### config.mk
export PLATFORM = sky130hd
export DESIGN_NAME = datapath_flat
export DESIGN_NICKNAME = d
export VERILOG_FILES = /design/src/rtl/datapath_if.sv /design/src/rtl/datapath.sv /design/src/flat_wrapper.sv
export SDC_FILE = /design/constraint.sdc
export NUM_CORES = 1
export LEC_CHECK = 0
export CORE_ASPECT_RATIO = 1.75
export CORE_MARGIN = 3
export CORE_UTILIZATION = 64
export CTS_CLUSTER_SIZE = 25
export DETAILED_ROUTE_END_ITERATION = 7
export GPL_TIMING_DRIVEN = 0
export PLACE_DENSITY = 0.95
export SYNTH_ARGS = -nofsm -noshare
export SYNTH_HDL_FRONTEND = slang
export SYNTH_SLANG_ARGS = --single-unit
### constraint.sdc
create_clock -name clk -period 11.5 [get_ports clk]
set_input_delay 1.725 -clock clk [delete_from_list [all_inputs] [get_ports clk]]
set_output_delay 1.725 -clock clk [all_outputs]
set_load 0.02 [all_outputs]
### src/rtl/datapath_if.sv
// Control-unit to datapath strobe bundle: memory data, one-hot bus drive,
// register load enables and ALU selects, plus the observed bus value.
interface datapath_if;
    logic [31:0] MDatain;
    logic        Read;

    logic        PCout;
    logic        Zlowout;
    logic        Zhighout;
    logic        MDRout;
    logic        R2out;
    logic        R3out;
    logic        R7out;
    logic        LOout;
    logic        HIout;
    logic        InPortout;
    logic        Cout;

    logic        PCin;
    logic        IRin;
    logic        MARin;
    logic        MDRin;
    logic        Yin;
    logic        Zin;
    logic        R6in;
    logic        R7in;

    logic        IncPC;
    logic        AND;
    logic        OR;
    logic        NEG;
    logic        NOT;

    logic [31:0] BusMuxOut;

    modport master (
        output MDatain, Read,
        output PCout, Zlowout, Zhighout, MDRout, R2out, R3out, R7out,
        output LOout, HIout, InPortout, Cout,
        output PCin, IRin, MARin, MDRin, Yin, Zin, R6in, R7in,
        output IncPC, AND, OR, NEG, NOT,
        input  BusMuxOut
    );

    modport slave (
        input  MDatain, Read,
        input  PCout, Zlowout, Zhighout, MDRout, R2out, R3out, R7out,
        input  LOout, HIout, InPortout, Cout,
        input  PCin, IRin, MARin, MDRin, Yin, Zin, R6in, R7in,
        input  IncPC, AND, OR, NEG, NOT,
        output BusMuxOut
    );
endinterface

### src/rtl/datapath.sv
// Single-bus 32-bit datapath: register file subset, PC/IR/MAR/MDR/Y/Z/HI/LO
// sharing one priority-muxed bus, with a small logic/increment ALU into Z.
module datapath (
    input  logic      clk,
    input  logic      clr,
    datapath_if.slave dp
);

    logic [31:0] pc;
    logic [31:0] ir;
    logic [31:0] mar;
    logic [31:0] mdr;
    logic [31:0] y;
    logic [31:0] hi;
    logic [31:0] lo;
    logic [31:0] in_port;
    logic [31:0] r2;
    logic [31:0] r3;
    logic [31:0] r6;
    logic [31:0] r7;
    logic [63:0] z;

    logic [31:0] bus;
    logic [31:0] c_sign;
    logic [31:0] alu_low;
    logic [31:0] mdr_next;

    // MAR and the opcode bits of IR are consumed by logic outside this core.
    logic unused_bits;
    assign unused_bits = ^{mar, ir[31:19]};

    always_comb begin
        c_sign = {{13{ir[18]}}, ir[18:0]};
    end

    always_comb begin
        bus = 32'd0;
        if (dp.PCout)
            bus = pc;
        else if (dp.Zlowout)
            bus = z[31:0];
        else if (dp.Zhighout)
            bus = z[63:32];
        else if (dp.MDRout)
            bus = mdr;
        else if (dp.R2out)
            bus = r2;
        else if (dp.R3out)
            bus = r3;
        else if (dp.R7out)
            bus = r7;
        else if (dp.LOout)
            bus = lo;
        else if (dp.HIout)
            bus = hi;
        else if (dp.InPortout)
            bus = in_port;
        else if (dp.Cout)
            bus = c_sign;
    end

    assign dp.BusMuxOut = bus;

    // Operand A is always Y and operand B is always the bus; the high half of Z is never produced.
    always_comb begin
        alu_low = 32'd0;
        if (dp.IncPC)
            alu_low = bus + 32'd1;
        else if (dp.AND)
            alu_low = y & bus;
        else if (dp.OR)
            alu_low = y | bus;
        else if (dp.NEG)
            alu_low = (~bus) + 32'd1;
        else if (dp.NOT)
            alu_low = ~bus;
    end

    always_comb begin
        mdr_next = dp.Read ? dp.MDatain : bus;
    end

    always_ff @(posedge clk or posedge clr) begin
        if (clr) begin
            pc  <= 32'd0;
            ir  <= 32'd0;
            mar <= 32'd0;
            mdr <= 32'd0;
            y   <= 32'd0;
            r6  <= 32'd0;
            r7  <= 32'd0;
            z   <= 64'd0;
        end else begin
            if (dp.PCin)
                pc <= bus;
            if (dp.IRin)
                ir <= bus;
            if (dp.MARin)
                mar <= bus;
            if (dp.MDRin)
                mdr <= mdr_next;
            if (dp.Yin)
                y <= bus;
            if (dp.R6in)
                r6 <= bus;
            if (dp.R7in)
                r7 <= bus;
            if (dp.Zin)
                z <= {32'd0, alu_low};
        end
    end

    // These sources have no load path yet; they hold their reset value.
    always_ff @(posedge clk or posedge clr) begin
        if (clr) begin
            hi      <= 32'd0;
            lo      <= 32'd0;
            in_port <= 32'd0;
            r2      <= 32'd0;
            r3      <= 32'd0;
        end else begin
            hi      <= hi;
            lo      <= lo;
            in_port <= in_port;
            r2      <= r2;
            r3      <= r3;
        end
    end

endmodule

### src/flat_wrapper.sv
// flat-port wrapper written by rule: the top's interface ports become plain ports
module datapath_flat 
  (clk, clr, dp_MDatain, dp_Read, dp_PCout, dp_Zlowout, dp_Zhighout, dp_MDRout, dp_R2out, dp_R3out, dp_R7out, dp_LOout, dp_HIout, dp_InPortout, dp_Cout, dp_PCin, dp_IRin, dp_MARin, dp_MDRin, dp_Yin, dp_Zin, dp_R6in, dp_R7in, dp_IncPC, dp_AND, dp_OR, dp_NEG, dp_NOT, dp_BusMuxOut);
  datapath_if dp_i ();
  input  logic clk;
  input  logic clr;
  input wire logic [$bits(dp_i.MDatain)-1:0] dp_MDatain;
  input wire logic [$bits(dp_i.Read)-1:0] dp_Read;
  input wire logic [$bits(dp_i.PCout)-1:0] dp_PCout;
  input wire logic [$bits(dp_i.Zlowout)-1:0] dp_Zlowout;
  input wire logic [$bits(dp_i.Zhighout)-1:0] dp_Zhighout;
  input wire logic [$bits(dp_i.MDRout)-1:0] dp_MDRout;
  input wire logic [$bits(dp_i.R2out)-1:0] dp_R2out;
  input wire logic [$bits(dp_i.R3out)-1:0] dp_R3out;
  input wire logic [$bits(dp_i.R7out)-1:0] dp_R7out;
  input wire logic [$bits(dp_i.LOout)-1:0] dp_LOout;
  input wire logic [$bits(dp_i.HIout)-1:0] dp_HIout;
  input wire logic [$bits(dp_i.InPortout)-1:0] dp_InPortout;
  input wire logic [$bits(dp_i.Cout)-1:0] dp_Cout;
  input wire logic [$bits(dp_i.PCin)-1:0] dp_PCin;
  input wire logic [$bits(dp_i.IRin)-1:0] dp_IRin;
  input wire logic [$bits(dp_i.MARin)-1:0] dp_MARin;
  input wire logic [$bits(dp_i.MDRin)-1:0] dp_MDRin;
  input wire logic [$bits(dp_i.Yin)-1:0] dp_Yin;
  input wire logic [$bits(dp_i.Zin)-1:0] dp_Zin;
  input wire logic [$bits(dp_i.R6in)-1:0] dp_R6in;
  input wire logic [$bits(dp_i.R7in)-1:0] dp_R7in;
  input wire logic [$bits(dp_i.IncPC)-1:0] dp_IncPC;
  input wire logic [$bits(dp_i.AND)-1:0] dp_AND;
  input wire logic [$bits(dp_i.OR)-1:0] dp_OR;
  input wire logic [$bits(dp_i.NEG)-1:0] dp_NEG;
  input wire logic [$bits(dp_i.NOT)-1:0] dp_NOT;
  output wire logic [$bits(dp_i.BusMuxOut)-1:0] dp_BusMuxOut;
  assign dp_i.MDatain = dp_MDatain;
  assign dp_i.Read = dp_Read;
  assign dp_i.PCout = dp_PCout;
  assign dp_i.Zlowout = dp_Zlowout;
  assign dp_i.Zhighout = dp_Zhighout;
  assign dp_i.MDRout = dp_MDRout;
  assign dp_i.R2out = dp_R2out;
  assign dp_i.R3out = dp_R3out;
  assign dp_i.R7out = dp_R7out;
  assign dp_i.LOout = dp_LOout;
  assign dp_i.HIout = dp_HIout;
  assign dp_i.InPortout = dp_InPortout;
  assign dp_i.Cout = dp_Cout;
  assign dp_i.PCin = dp_PCin;
  assign dp_i.IRin = dp_IRin;
  assign dp_i.MARin = dp_MARin;
  assign dp_i.MDRin = dp_MDRin;
  assign dp_i.Yin = dp_Yin;
  assign dp_i.Zin = dp_Zin;
  assign dp_i.R6in = dp_R6in;
  assign dp_i.R7in = dp_R7in;
  assign dp_i.IncPC = dp_IncPC;
  assign dp_i.AND = dp_AND;
  assign dp_i.OR = dp_OR;
  assign dp_i.NEG = dp_NEG;
  assign dp_i.NOT = dp_NOT;
  assign dp_BusMuxOut = dp_i.BusMuxOut;
  datapath u_core (.clk(clk), .clr(clr), .dp(dp_i));
endmodule
Word level (Yosys, flattened, before mapping)

Cells that the tools add are included.

Bits in registers: 179
Bits in latches: 0
RAM bits: 0
Bits in read-only memories: 0
Input port bits: 59
Output and inout bits: 32
Word-level logic and storage cells: 28
Memories: 0

$add $sub $neg: 2
Multipliers: 0
Divide/modulo/power cells: 0
Order comparisons: 0
Equal/unequal tests: 0
Shift operators: 0
Mux-type cells: 17
Bitwise operators: 3
Reductions and logical operators: 0

Operators with widths:

| cell                                                             | count |
|---|---|
| 32-bit 2-to-1 mux                                                | 17 |
| 32-bit by 1-bit adder with 32-bit output (second input constant) | 2 |
| 32-bit bitwise AND                                               | 1 |
| 32-bit inverter                                                  | 1 |
| 32-bit OR                                                        | 1 |

Depth between registers and ports, before layout

Depth in word-level cells: 17
Depth in mapped cells: 17
Mapped depth without buffers: 12

Worst setup path after synthesis

Ideal clock, no wire load.

Path kind: input to output
From: input dp_PCout
To: output dp_BusMuxOut[20]
Arrival: 3.609 ns
Data required time: 9.775 ns
Slack: 6.166 ns
Cell stages on the path: 8
Path buffers: 7
Path through: buf_4 -> buf_2 -> buf_4 -> buf_4 -> buf_2 -> buf_4 -> a221oi_1 -> clkbuf_1

Cells in the longest elaborated chain, start to end: 1

RTL lines:

| what              | RTL line           | RTL |
|---|---|---|
| start, declared   | flat_wrapper.sv:9  | `input wire logic [$bits(dp_i.PCout)-1:0] dp_PCout;` |
| 32-bit 2-to-1 mux | datapath.sv:38     | `if (dp.PCout)` |
| end, declared     | flat_wrapper.sv:33 | `output wire logic [$bits(dp_i.BusMuxOut)-1:0] dp_BusMuxOut;` |

No other way between the ends.

Final worst setup path

From: input dp_InPortout
To: output dp_BusMuxOut[31]

Cells in the longest elaborated chain, start to end: 10

RTL lines:

| what              | RTL line           | RTL |
|---|---|---|
| start, declared   | flat_wrapper.sv:18 | `input wire logic [$bits(dp_i.InPortout)-1:0] dp_InPortout;` |
| 32-bit 2-to-1 mux | datapath.sv:56     | `else if (dp.InPortout)` |
| 32-bit 2-to-1 mux | datapath.sv:54     | `else if (dp.HIout)` |
| 32-bit 2-to-1 mux | datapath.sv:52     | `else if (dp.LOout)` |
| 32-bit 2-to-1 mux | datapath.sv:50     | `else if (dp.R7out)` |
| 32-bit 2-to-1 mux | datapath.sv:48     | `else if (dp.R3out)` |
| 32-bit 2-to-1 mux | datapath.sv:46     | `else if (dp.R2out)` |
| 32-bit 2-to-1 mux | datapath.sv:44     | `else if (dp.MDRout)` |
| 32-bit 2-to-1 mux | datapath.sv:42     | `else if (dp.Zhighout)` |
| 32-bit 2-to-1 mux | datapath.sv:40     | `else if (dp.Zlowout)` |
| 32-bit 2-to-1 mux | datapath.sv:38     |  |

No other way between the ends.

==> qor.txt <==
I/O pin total - 91
Slew margin rel. - 17.6%
Largest net degree at the start of global routing - 101
Final setup viols - 0
Reg clk slew, reported paths - 0.07 ns
CP endpoint kind - output port
Final-layout fill cell count - 1,218
Post-Synth Adder-Cell Area - 0.226%
Final ANT Viol Nets - 0
# diodes - 0
Antenna violations before repair - 0
Share of layout cells above drive strength 1 - 15.4%
Final Cycle Share - 67.2%
Post-cts resize count - 0
# DRC - 0
Vias in the first global route - 10.7k
Detailed Routing Iterations Pass 1 - 6
Ys async rst share - 100%
Largest family of logic cells by synthesized area - compound AO/OA/AOI/OAI gates
Mapped Area - 11,100 sq um
DP Cell Count - 1,471
Req. time, crit path - 9.78 ns
RSZ-0062 raised after global routing - no
Hold crit path type - flip-flop to flip-flop
CTS tree - yes
DIE HEIGHT - 180 microns
Kind of critical path - input port to output port
Post-synth EDFFs - 0
Max-cap violations - 0
FMAX - 0.129 GHz
Starting density of the core - 65.2%
Post-synthesis simple-gate area fraction - 16.4%
Post-CTS Hold Fix Bufs - 0
Die area - 18,900 sq um
Synth Instances - 1,166
Leakage - 0.00515 uW
Wire length per cell - 28.1 microns
Post-synthesis xor/xnor area fraction - 2.46%
Worst-Margin Slew - 1.24 ns
Clock buffer depth - 2
Nets@finish - 1,324
Sequential area share after synthesis - 40.5%
Synth Warn # - 0
Synthesized area per cell - 9.48 sq um
TritonCTS Buffers - 17
Final max-slew violation count - 0
Crit path DAT - 6.00 ns
PD cells - 155 nW/um^2
CTS H-tree lvls - 4
Startpoint Class - input port
Seq cells post-synth - 179
Peak supply drop - 0.124 mV
CP Max Fanout - 10
Status - finished clean
Standard-cell rows - 63
Worst-Skew Late Latency - 0.46 ns
Synth top area cells - dfrtp_1 41%, mux2_2 9.5%, a21oi_1 4.1%
GRT Residual Overflow - 0
Hpwl dp - 29.7 mm
Core area - 16,900 sq um
Final Skew - 0.0121 ns
Final Hold Viols - 0
Setup Fix Bufs, Post-CTS - 0
Syn Nets - 1,227
Layout Cells excl Fill - 1,503
WL final - 42.3 mm
Yosys top cell area share - 40.5%
First-pass GRT wire length - 63.2 mm
Area grow syn2layout - 15.0%
Total track usage - 44.3%
Setup_tns - 0 ns
Port Buffers - 77
Synth Area in Compound Gates - 23.0%
Sink Count - 179
Width of the chip - 105 microns
DRT iter0 DRCs - 1,502
Most used DFF post-synth - dfrtp_1
Clock tree root driver cell - clkbuf_16
Minimum clock period - 7.73 ns
Vias - 11.2k
Mux share of post-synthesis cell area - 11.7%
Library cells used by synthesis - 83
DR vias/cell - 7.42
GPL Wtd Cong - 1.02
Synth area leader - dfrtp_1
cell families after synthesis:
kind of cell	after synthesis
AO/OA/AOI/OAI	353
AND/OR/NAND/NOR	335
flip-flops	179
buffers and inverters	149
multiplexers	117
XOR/XNOR	31
adder cells (fa/ha/maj)	2
layout make-up:
class | count | area [sq um] | area share (%)
Timing Repair Buffer | 78 | 798 | 6.28
Tap cell | 227 | 284 | 2.24
Sequential cell | 179 | 4480 | 35.3
Inverter | 31 | 124 | 0.975
Buffer | 118 | 518 | 4.08
Multi-Input combinational cell | 838 | 5940 | 46.7
Clock inverter | 13 | 113 | 0.886
Clock buffer | 19 | 453 | 3.56
worst max-delay path, cell delays in order:
cell             delay (ns)
clkdlybuf4s50_1        0.44
nor4_4                 0.64
buf_6                  0.24
buf_2                  0.26
a32oi_1                0.17
o21ai_0                0.58
a221oi_1               0.17
a21oi_1                0.97
clkdlybuf4s50_1        0.80
cell usage in the layout (no fill, tap or decap), types with 17 or more instances in the layout:
master and instances:
dfrtp_1 179, nor2_1 105, mux2_2 93, a21oi_1 90
clkdlybuf4s50_1 77, clkbuf_1 76, nand2_1 73, o21ai_0 57
inv_1 28, mux2i_1 24, a211oi_1 22, a221oi_1 21
buf_2 21, xnor2_1 21, nor3_1 20, nand3_1 19
a32oi_1 17, clkbuf_16 17
Yosys cell counts, types with 19 or more instances:
cell type and number:
a211oi_1 22, a21oi_1 90, a221oi_1 21, buf_2 21, clkbuf_1 76, dfrtp_1 179, inv_1 29, mux2_2 93
mux2i_1 24, nand2_1 73, nand3_1 19, nor2_1 105, nor3_1 20, o21ai_0 57, xnor2_1 21
worst paths after layout:
path	end	slack, ns	cells past startpoint	startpoint
max in group asynchronous	u_core.z[29]$_DFFE_PP0P_	8.81	3	clr
worst max-delay path	dp_BusMuxOut[31]	3.77	9	dp_InPortout
min in group asynchronous	u_core.mdr[25]$_DFFE_PP0P_	1.74	2	clr
worst max register to register	u_core.z[30]$_DFFE_PP0P_	7.31	14	u_core.z[1]$_DFFE_PP0P_
worst min register to register	u_core.pc[17]$_DFFE_PP0P_	0.51	1	u_core.pc[17]$_DFFE_PP0P_
worst min-delay path	u_core.pc[17]$_DFFE_PP0P_	0.51	1	u_core.pc[17]$_DFFE_PP0P_
metal layers:
metal  part of all wire [%]  GRT usage (%)  routed length (microns)
met5                      0              0                        0
met4                     12           38.7                     4910
met3                    9.7           8.62                     4090
met2                     47           71.0                    19900
met1                     32           49.5                    13400
per-stage QoR:
stage                     hold slack, ns  total power, uW  worst slack [ns]  area [sq um]  utilization (%)
final                              0.510             1970              3.77         12700             75.0
after global routing               0.522             2020              3.72         12700             75.0
after CTS                          0.506             1940              4.08         12700             75.0
after detailed placement           0.491             1360              4.10         12100             71.6
after global placement             0.480             1340              2.63         12100             71.4
after floorplan                    0.450             1150              4.92         11100                -
flip-flops by register name (all words and copies together) (netlist names):
register,count
u_core.z,32
u_core.r7,32
u_core.y,32
u_core.mdr,32
u_core.pc,32
u_core.ir,19
report_power, final:
group          internal, uW  total, uW  switching (uW)  leakage (uW)
registers               733        822            88.7       0.00222
logic                   221        568             347       0.00264
clock network           296        579             283      0.000281
total                  1250       1970             719       0.00515
Note: power is estimated with default switching activity, not from simulation.
